$ cat src/rtl/ddr_burst_arbiter.sv
// ddr_burst_arbiter: round-robin sharing of the DDR burst user interface
// between two write ports (w0, w1) and two read ports (r0, r1).
// Port index order for arbitration: w0=0, r0=1, w1=2, r1=3 (bit 0 set = read).
module ddr_burst_arbiter #(
    parameter int ADDR_WIDTH = 28,
    parameter int DATA_WIDTH = 128,
    parameter int LEN_WIDTH  = 10
) (
    input  logic                  ui_clk,
    input  logic                  rst_n,
    input  logic                  init_calib_complete,
    // write port 0
    input  logic                  w0_req,
    input  logic [LEN_WIDTH-1:0]  w0_len,
    input  logic [ADDR_WIDTH-1:0] w0_addr,
    input  logic [DATA_WIDTH-1:0] w0_data,
    output logic                  w0_data_req,
    output logic                  w0_grant,
    output logic                  w0_finish,
    // write port 1
    input  logic                  w1_req,
    input  logic [LEN_WIDTH-1:0]  w1_len,
    input  logic [ADDR_WIDTH-1:0] w1_addr,
    input  logic [DATA_WIDTH-1:0] w1_data,
    output logic                  w1_data_req,
    output logic                  w1_grant,
    output logic                  w1_finish,
    // read port 0
    input  logic                  r0_req,
    input  logic [LEN_WIDTH-1:0]  r0_len,
    input  logic [ADDR_WIDTH-1:0] r0_addr,
    output logic [DATA_WIDTH-1:0] r0_data,
    output logic                  r0_data_valid,
    output logic                  r0_grant,
    output logic                  r0_finish,
    // read port 1
    input  logic                  r1_req,
    input  logic [LEN_WIDTH-1:0]  r1_len,
    input  logic [ADDR_WIDTH-1:0] r1_addr,
    output logic [DATA_WIDTH-1:0] r1_data,
    output logic                  r1_data_valid,
    output logic                  r1_grant,
    output logic                  r1_finish,
    output logic                  abort,
    // downstream burst engine
    output logic                  rd_burst_req,
    output logic [LEN_WIDTH-1:0]  rd_burst_len,
    output logic [ADDR_WIDTH-1:0] rd_burst_addr,
    input  logic                  rd_burst_data_valid,
    input  logic [DATA_WIDTH-1:0] rd_burst_data,
    input  logic                  rd_burst_finish,
    output logic                  wr_burst_req,
    output logic [LEN_WIDTH-1:0]  wr_burst_len,
    output logic [ADDR_WIDTH-1:0] wr_burst_addr,
    input  logic                  wr_burst_data_req,
    output logic [DATA_WIDTH-1:0] wr_burst_data,
    input  logic                  wr_burst_finish
);

    typedef enum logic [1:0] {IDLE, ISSUE, BUSY, RELEASE} state_t;

    state_t                state_q, state_d;
    logic [1:0]            win_q, win_d;
    logic [1:0]            last_q, last_d;
    logic [LEN_WIDTH-1:0]  len_q, len_d;
    logic [ADDR_WIDTH-1:0] addr_q, addr_d;
    logic [3:0]            grant_q, grant_d;
    logic [3:0]            finish_q, finish_d;
    logic                  abort_q, abort_d;
    logic                  rd_req_q, rd_req_d;
    logic                  wr_req_q, wr_req_d;

    logic [3:0]            req_vec;
    logic [1:0]            rr_idx;
    logic [1:0]            cand;
    logic                  cand_vld;
    logic [LEN_WIDTH-1:0]  cand_len;
    logic [ADDR_WIDTH-1:0] cand_addr;
    logic                  busy;
    logic                  win_done;

    assign req_vec = {r1_req, w1_req, r0_req, w0_req};

    // Round-robin search: first requester after the last served index.
    always_comb begin
        cand     = 2'd0;
        cand_vld = 1'b0;
        rr_idx   = 2'd0;
        for (int off = 1; off <= 4; off++) begin
            rr_idx = last_q + 2'(off);
            if (!cand_vld && req_vec[rr_idx]) begin
                cand     = rr_idx;
                cand_vld = 1'b1;
            end
        end
    end

    // Select the candidate's burst descriptor.
    always_comb begin
        case (cand)
            2'd0:    begin cand_len = w0_len; cand_addr = w0_addr; end
            2'd1:    begin cand_len = r0_len; cand_addr = r0_addr; end
            2'd2:    begin cand_len = w1_len; cand_addr = w1_addr; end
            default: begin cand_len = r1_len; cand_addr = r1_addr; end
        endcase
    end

    // Completion only counts when it matches the winner's direction.
    assign win_done = win_q[0] ? rd_burst_finish : wr_burst_finish;

    // Next-state logic for the grant FSM and all registered outputs.
    always_comb begin
        state_d  = state_q;
        win_d    = win_q;
        last_d   = last_q;
        len_d    = len_q;
        addr_d   = addr_q;
        grant_d  = grant_q;
        finish_d = 4'b0000;
        abort_d  = 1'b0;
        rd_req_d = 1'b0;
        wr_req_d = 1'b0;
        case (state_q)
            IDLE: begin
                if (init_calib_complete && cand_vld) begin
                    win_d    = cand;
                    len_d    = cand_len;
                    addr_d   = cand_addr;
                    grant_d  = 4'b0001 << cand;
                    // Request goes out in the ISSUE cycle; zero-length never reaches the engine.
                    rd_req_d = cand[0] && (cand_len != '0);
                    wr_req_d = !cand[0] && (cand_len != '0);
                    state_d  = ISSUE;
                end
            end
            ISSUE: begin
                if (!init_calib_complete) begin
                    abort_d = 1'b1;
                    grant_d = 4'b0000;
                    last_d  = win_q;
                    state_d = IDLE;
                end else if (len_q == '0) begin
                    finish_d = 4'b0001 << win_q;
                    state_d  = RELEASE;
                end else begin
                    state_d = BUSY;
                end
            end
            BUSY: begin
                if (!init_calib_complete) begin
                    abort_d = 1'b1;
                    grant_d = 4'b0000;
                    last_d  = win_q;
                    state_d = IDLE;
                end else if (win_done) begin
                    finish_d = 4'b0001 << win_q;
                    state_d  = RELEASE;
                end
            end
            default: begin
                last_d  = win_q;
                grant_d = 4'b0000;
                state_d = IDLE;
            end
        endcase
    end

    // State and output registers with synchronous active-low reset.
    always_ff @(posedge ui_clk) begin
        if (!rst_n) begin
            state_q  <= IDLE;
            win_q    <= 2'd0;
            last_q   <= 2'd3;
            len_q    <= '0;
            addr_q   <= '0;
            grant_q  <= 4'b0000;
            finish_q <= 4'b0000;
            abort_q  <= 1'b0;
            rd_req_q <= 1'b0;
            wr_req_q <= 1'b0;
        end else begin
            state_q  <= state_d;
            win_q    <= win_d;
            last_q   <= last_d;
            len_q    <= len_d;
            addr_q   <= addr_d;
            grant_q  <= grant_d;
            finish_q <= finish_d;
            abort_q  <= abort_d;
            rd_req_q <= rd_req_d;
            wr_req_q <= wr_req_d;
        end
    end

    assign {r1_grant, w1_grant, r0_grant, w0_grant}     = grant_q;
    assign {r1_finish, w1_finish, r0_finish, w0_finish} = finish_q;
    assign abort         = abort_q;
    assign rd_burst_req  = rd_req_q;
    assign rd_burst_len  = len_q;
    assign rd_burst_addr = addr_q;
    assign wr_burst_req  = wr_req_q;
    assign wr_burst_len  = len_q;
    assign wr_burst_addr = addr_q;

    assign busy          = (state_q == BUSY);
    assign w0_data_req   = wr_burst_data_req & busy & grant_q[0];
    assign w1_data_req   = wr_burst_data_req & busy & grant_q[2];
    assign r0_data_valid = rd_burst_data_valid & busy & grant_q[1];
    assign r1_data_valid = rd_burst_data_valid & busy & grant_q[3];
    assign r0_data       = rd_burst_data;
    assign r1_data       = rd_burst_data;

    // Write data mux keyed on grant alone: the last beat arrives the cycle
    // after the final data strobe and must still reach the engine.
    always_comb begin
        wr_burst_data = '0;
        if (grant_q[0])      wr_burst_data = w0_data;
        else if (grant_q[2]) wr_burst_data = w1_data;
    end

endmodule

$ cat config.mk
export PLATFORM = sky130hd
export DESIGN_NAME = ddr_burst_arbiter
export DESIGN_NICKNAME = d
export VERILOG_FILES = /design/src/rtl/ddr_burst_arbiter.sv
export SDC_FILE = /design/constraint.sdc
export NUM_CORES = 1
export LEC_CHECK = 0
export CAP_MARGIN = 20
export CORE_AREA = 10 10 391 393
export DETAILED_ROUTE_END_ITERATION = 16
export DIE_AREA = 0 0 401 403
export PLACE_DENSITY = 0.3
export SLEW_MARGIN = 10
export SYNTH_ARGS = -nofsm -noshare
export SYNTH_HDL_FRONTEND = slang
export SYNTH_SLANG_ARGS = --single-unit
$ cat constraint.sdc
create_clock -name ui_clk -period 2.6 [get_ports ui_clk]
set_input_delay 0.78 -clock ui_clk [delete_from_list [all_inputs] [get_ports ui_clk]]
set_output_delay 0.78 -clock ui_clk [all_outputs]
set_load 0.05 [all_outputs]
==> flow_summary.yaml <==
run_status:
  run_status: "finished, final reports clean"
critical_path:
  slowest_stage: "clkdlybuf4s50_1"
  cp_top_family: "buffers and inverters"
  worstPathArrival_ns: 1.81
  slowest_delay_ns: 0.56
  end_kind: "output pin"
  cp_num_buf_inv: 2
  ff2ff_setup_slack_ns: 0.27
  cp-start-kind: "input pin"
  crit_required_ns: 1.82
  crit_fanout: 1
  crit_chain: "clkdlybuf4s50_1 > a22o_2 > buf_12"
  critPathKind: "input pin to output pin"
placed_design:
  portBuffers: 637
  hpwl_um: 66900
  globalplace.congestion: 0.761
  dpl_cell_area_um2: 15400
route:
  wirelength_um: 74900
  via_per_inst: 2.54
  dr.pass1.iters: 6
  vias: 8268
  drt_iter0_markers: 342
  wl_per_cell_um: 23.0
  antenna_left: 0
  drc_errors: 0
sta:
  grt_setup_unrepaired: "false"
  slew_headroom_pct: 61.9
  setup_violations: 0
  worst_pin_slew_ns: 0.569
  timing.final.crit_share_pct: 99.6
  period_minus_slack_ns: 2.59
  clock_skew_ns: 0.0313
  finalHoldViolCount: 0
  timing.fmax_mhz: 386
  maxSlewViolCount: 0
  hold_slack_ns: 0.492
global_routing:
  grt_pass1_vias: 8973
  antenna_found_initial: 16
  grt_usage_pct: 8.78
  grt_pass1_wl_um: 94900
  grt_max_degree: 46
  grt_overflow: 0
clock_network:
  cts_buffer_depth: 2
  clockRootBuffer: "clkbuf_16"
  cts_tree: "built"
  clkSlewWorstSetupHoldPaths_ns: 0.09
  cts_inserted_buffers: 5
  h-tree-depth: 2
  cts_sinks: 55
  clk_latency_ns: 0.37
power_and_ir_drop:
  power_mw: 7.48
  pwr-share-seq_pct: 15.0
  p_per_area_nw_per_um2: 466
  swShare_pct: 49.3
  leakage_nw: 5.69
  p_int_mw: 3.79
  power_switching_mw: 3.69
  pwr-share-comb_pct: 72.7
  clockPowerShare_pct: 12.3
  ir_worst_vdd_uv: 361
job:
  cap_violations: 0
floorplanning:
  die_h_um: 403
  ios: 1022
  core_um2: 145000
  die_w_um: 401
  dieArea_um2: 162000
  start_util_pct: 4.82
  placementRows: 140
synth:
  ys_seq_area_share_pct: 15.7
  ys_ff_latch: 55
  async_reset_ff_share_pct: 0
  netlist_instances: 965
  syn_nets: 1516
  yosysUniqueCellTypes: 47
  syn_area_um2: 6990
  yosysWarnings: 0
  synth_edf_count: 0
  avgSynthCellArea_um2: 7.25
  synth_ff_type: "dfxtp_1"
cells_and_area:
  multi_input_area_um2: 3810
  drive_gt1_share_pct: 33.1
  nFillCells: 16700
  finalInstanceArea_um2: 16100
  fin_util_pct: 11.1
  areaGrowthSynthToFinish_pct: 130
  nNetsFinal: 1889
  register_area_um2: 1100
min_path:
  hp-class: "flop to flop"
layout make-up:
type / count / share of cell area (%)
Clock buffer: 6 / 0.802
Clock inverter: 1 / 0.187
Inverter: 9 / 0.210
Multi-Input combinational cell: 538 / 23.7
Timing Repair Buffer: 729 / 53.2
Tap cell: 1917 / 14.9
Sequential cell: 55 / 6.87
Antenna cell: 5 / 0.0779
flip-flops by register name, summed over array words and instances (netlist names):
signal         cells
win_q              2
state_q            2
last_q             2
grant_q            4
wr_burst_req       1
abort              1
finish_q           4
rd_burst_addr     28
rd_burst_len      10
rd_burst_req       1
kinds of logic (layout without fill, tap and decap cells):
kind of cell             Yosys count  after routing  share of synthesized area, %
multiplexers                       4              4                         0.626
adder cells (fa/ha/maj)            4              4                         0.716
AO/OA/AOI/OAI                    226            227                          26.8
buffers and inverters            373            745                          36.5
AND/OR/NAND/NOR                  303            303                          19.5
flip-flops                        55             55                          15.7
other                              0              5                             0
Yosys cell counts, types with 4 or more instances:
cell / instances / area share, %
clkbuf_1: 46 / 2.5
nor2b_1: 8 / 0.72
o32ai_1: 5 / 0.63
and3_1: 14 / 1.3
nand2_1: 165 / 8.9
ha_1: 4 / 0.72
a22o_1: 128 / 16
nor2_1: 7 / 0.38
a22oi_1: 4 / 0.43
inv_1: 8 / 0.43
a211oi_1: 13 / 1.4
buf_4: 296 / 32
a21boi_1: 8 / 0.86
and2_1: 8 / 0.72
buf_2: 17 / 1.2
a21boi_0: 39 / 4.2
nor3_1: 5 / 0.36
o31ai_1: 7 / 0.75
dfxtp_1: 55 / 16
nand3_1: 86 / 6.2
per-stage QoR:
step | setup WS, ns | TNS, ns | std cells
after floorplan | 0.0452 | 0 | 965
after global placement | -0.694 | -19.85 | 3230
after detailed placement | -0.717 | -18.87 | 3230
after CTS | 0.000635 | 0 | 3251
after global routing | 0.00138 | 0 | 3257
final | 0.0103 | 0 | 3260
placed cells by master, fill, tap and decap left out, types with 12 or more instances in the layout:
cell type        Yosys  layout
a21boi_0            39      38
clkdlybuf4s50_1      0     452
nand2_1            165     163
and3_1              14      12
buf_4              296     114
nand3_1             86      86
dfxtp_1             55      54
buf_12               0     148
a22o_2               0     116
final timing paths:
kind / startpoint / end / depth (start not counted)
max: w1_data[20] / wr_burst_data[20] / 3
max reg2reg: last_q[1]$_SDFFE_PN1P_ / rd_burst_req$_SDFF_PN0_ / 9
min: rd_burst_addr[17]$_SDFFE_PN0P_ / rd_burst_addr[17]$_SDFFE_PN0P_ / 2
min reg2reg: rd_burst_addr[17]$_SDFFE_PN0P_ / rd_burst_addr[17]$_SDFFE_PN0P_ / 2
per-layer routing:
layer | vias to the layer above | share of wire [%] | track usage, % | wire length (um)
li1 | 3810 | - | - | -
met1 | 3791 | 41 | 10.2 | 30600
met2 | 576 | 48 | 15.0 | 36000
met3 | 91 | 9.0 | 3.56 | 6780
met4 | 0 | 2.1 | 2.02 | 1550
met5 | - | 0 | 0.119 | 0
power by group through the flow:
stage	clock network, mW	registers (mW)	logic, mW
finish	0.922	1.12	5.44
global route	1.04	1.15	5.77
floorplan	0	1.39	3.20
global placement	0	1.15	5.30
detailed placement	0	1.15	5.27
CTS	1.04	1.14	5.54
what timing repair did:
item                                    CTS  global route
pin swaps                                13             7
gates cloned                              2             0
buffers inserted                         13             4
hold buffers                              0             0
gates resized for setup                  45            17
endpoints found under the setup margin   28            16
tightest hold or removal path, delay by kind of cell, from the launching register on:
family	cells	cell delay (ns)
AOI/OAI and AO/OA	1	0.06
DFF	1	0.33
and+or+nand+nor	1	0.05
No activity file was read; power rests on OpenSTA's default activity.
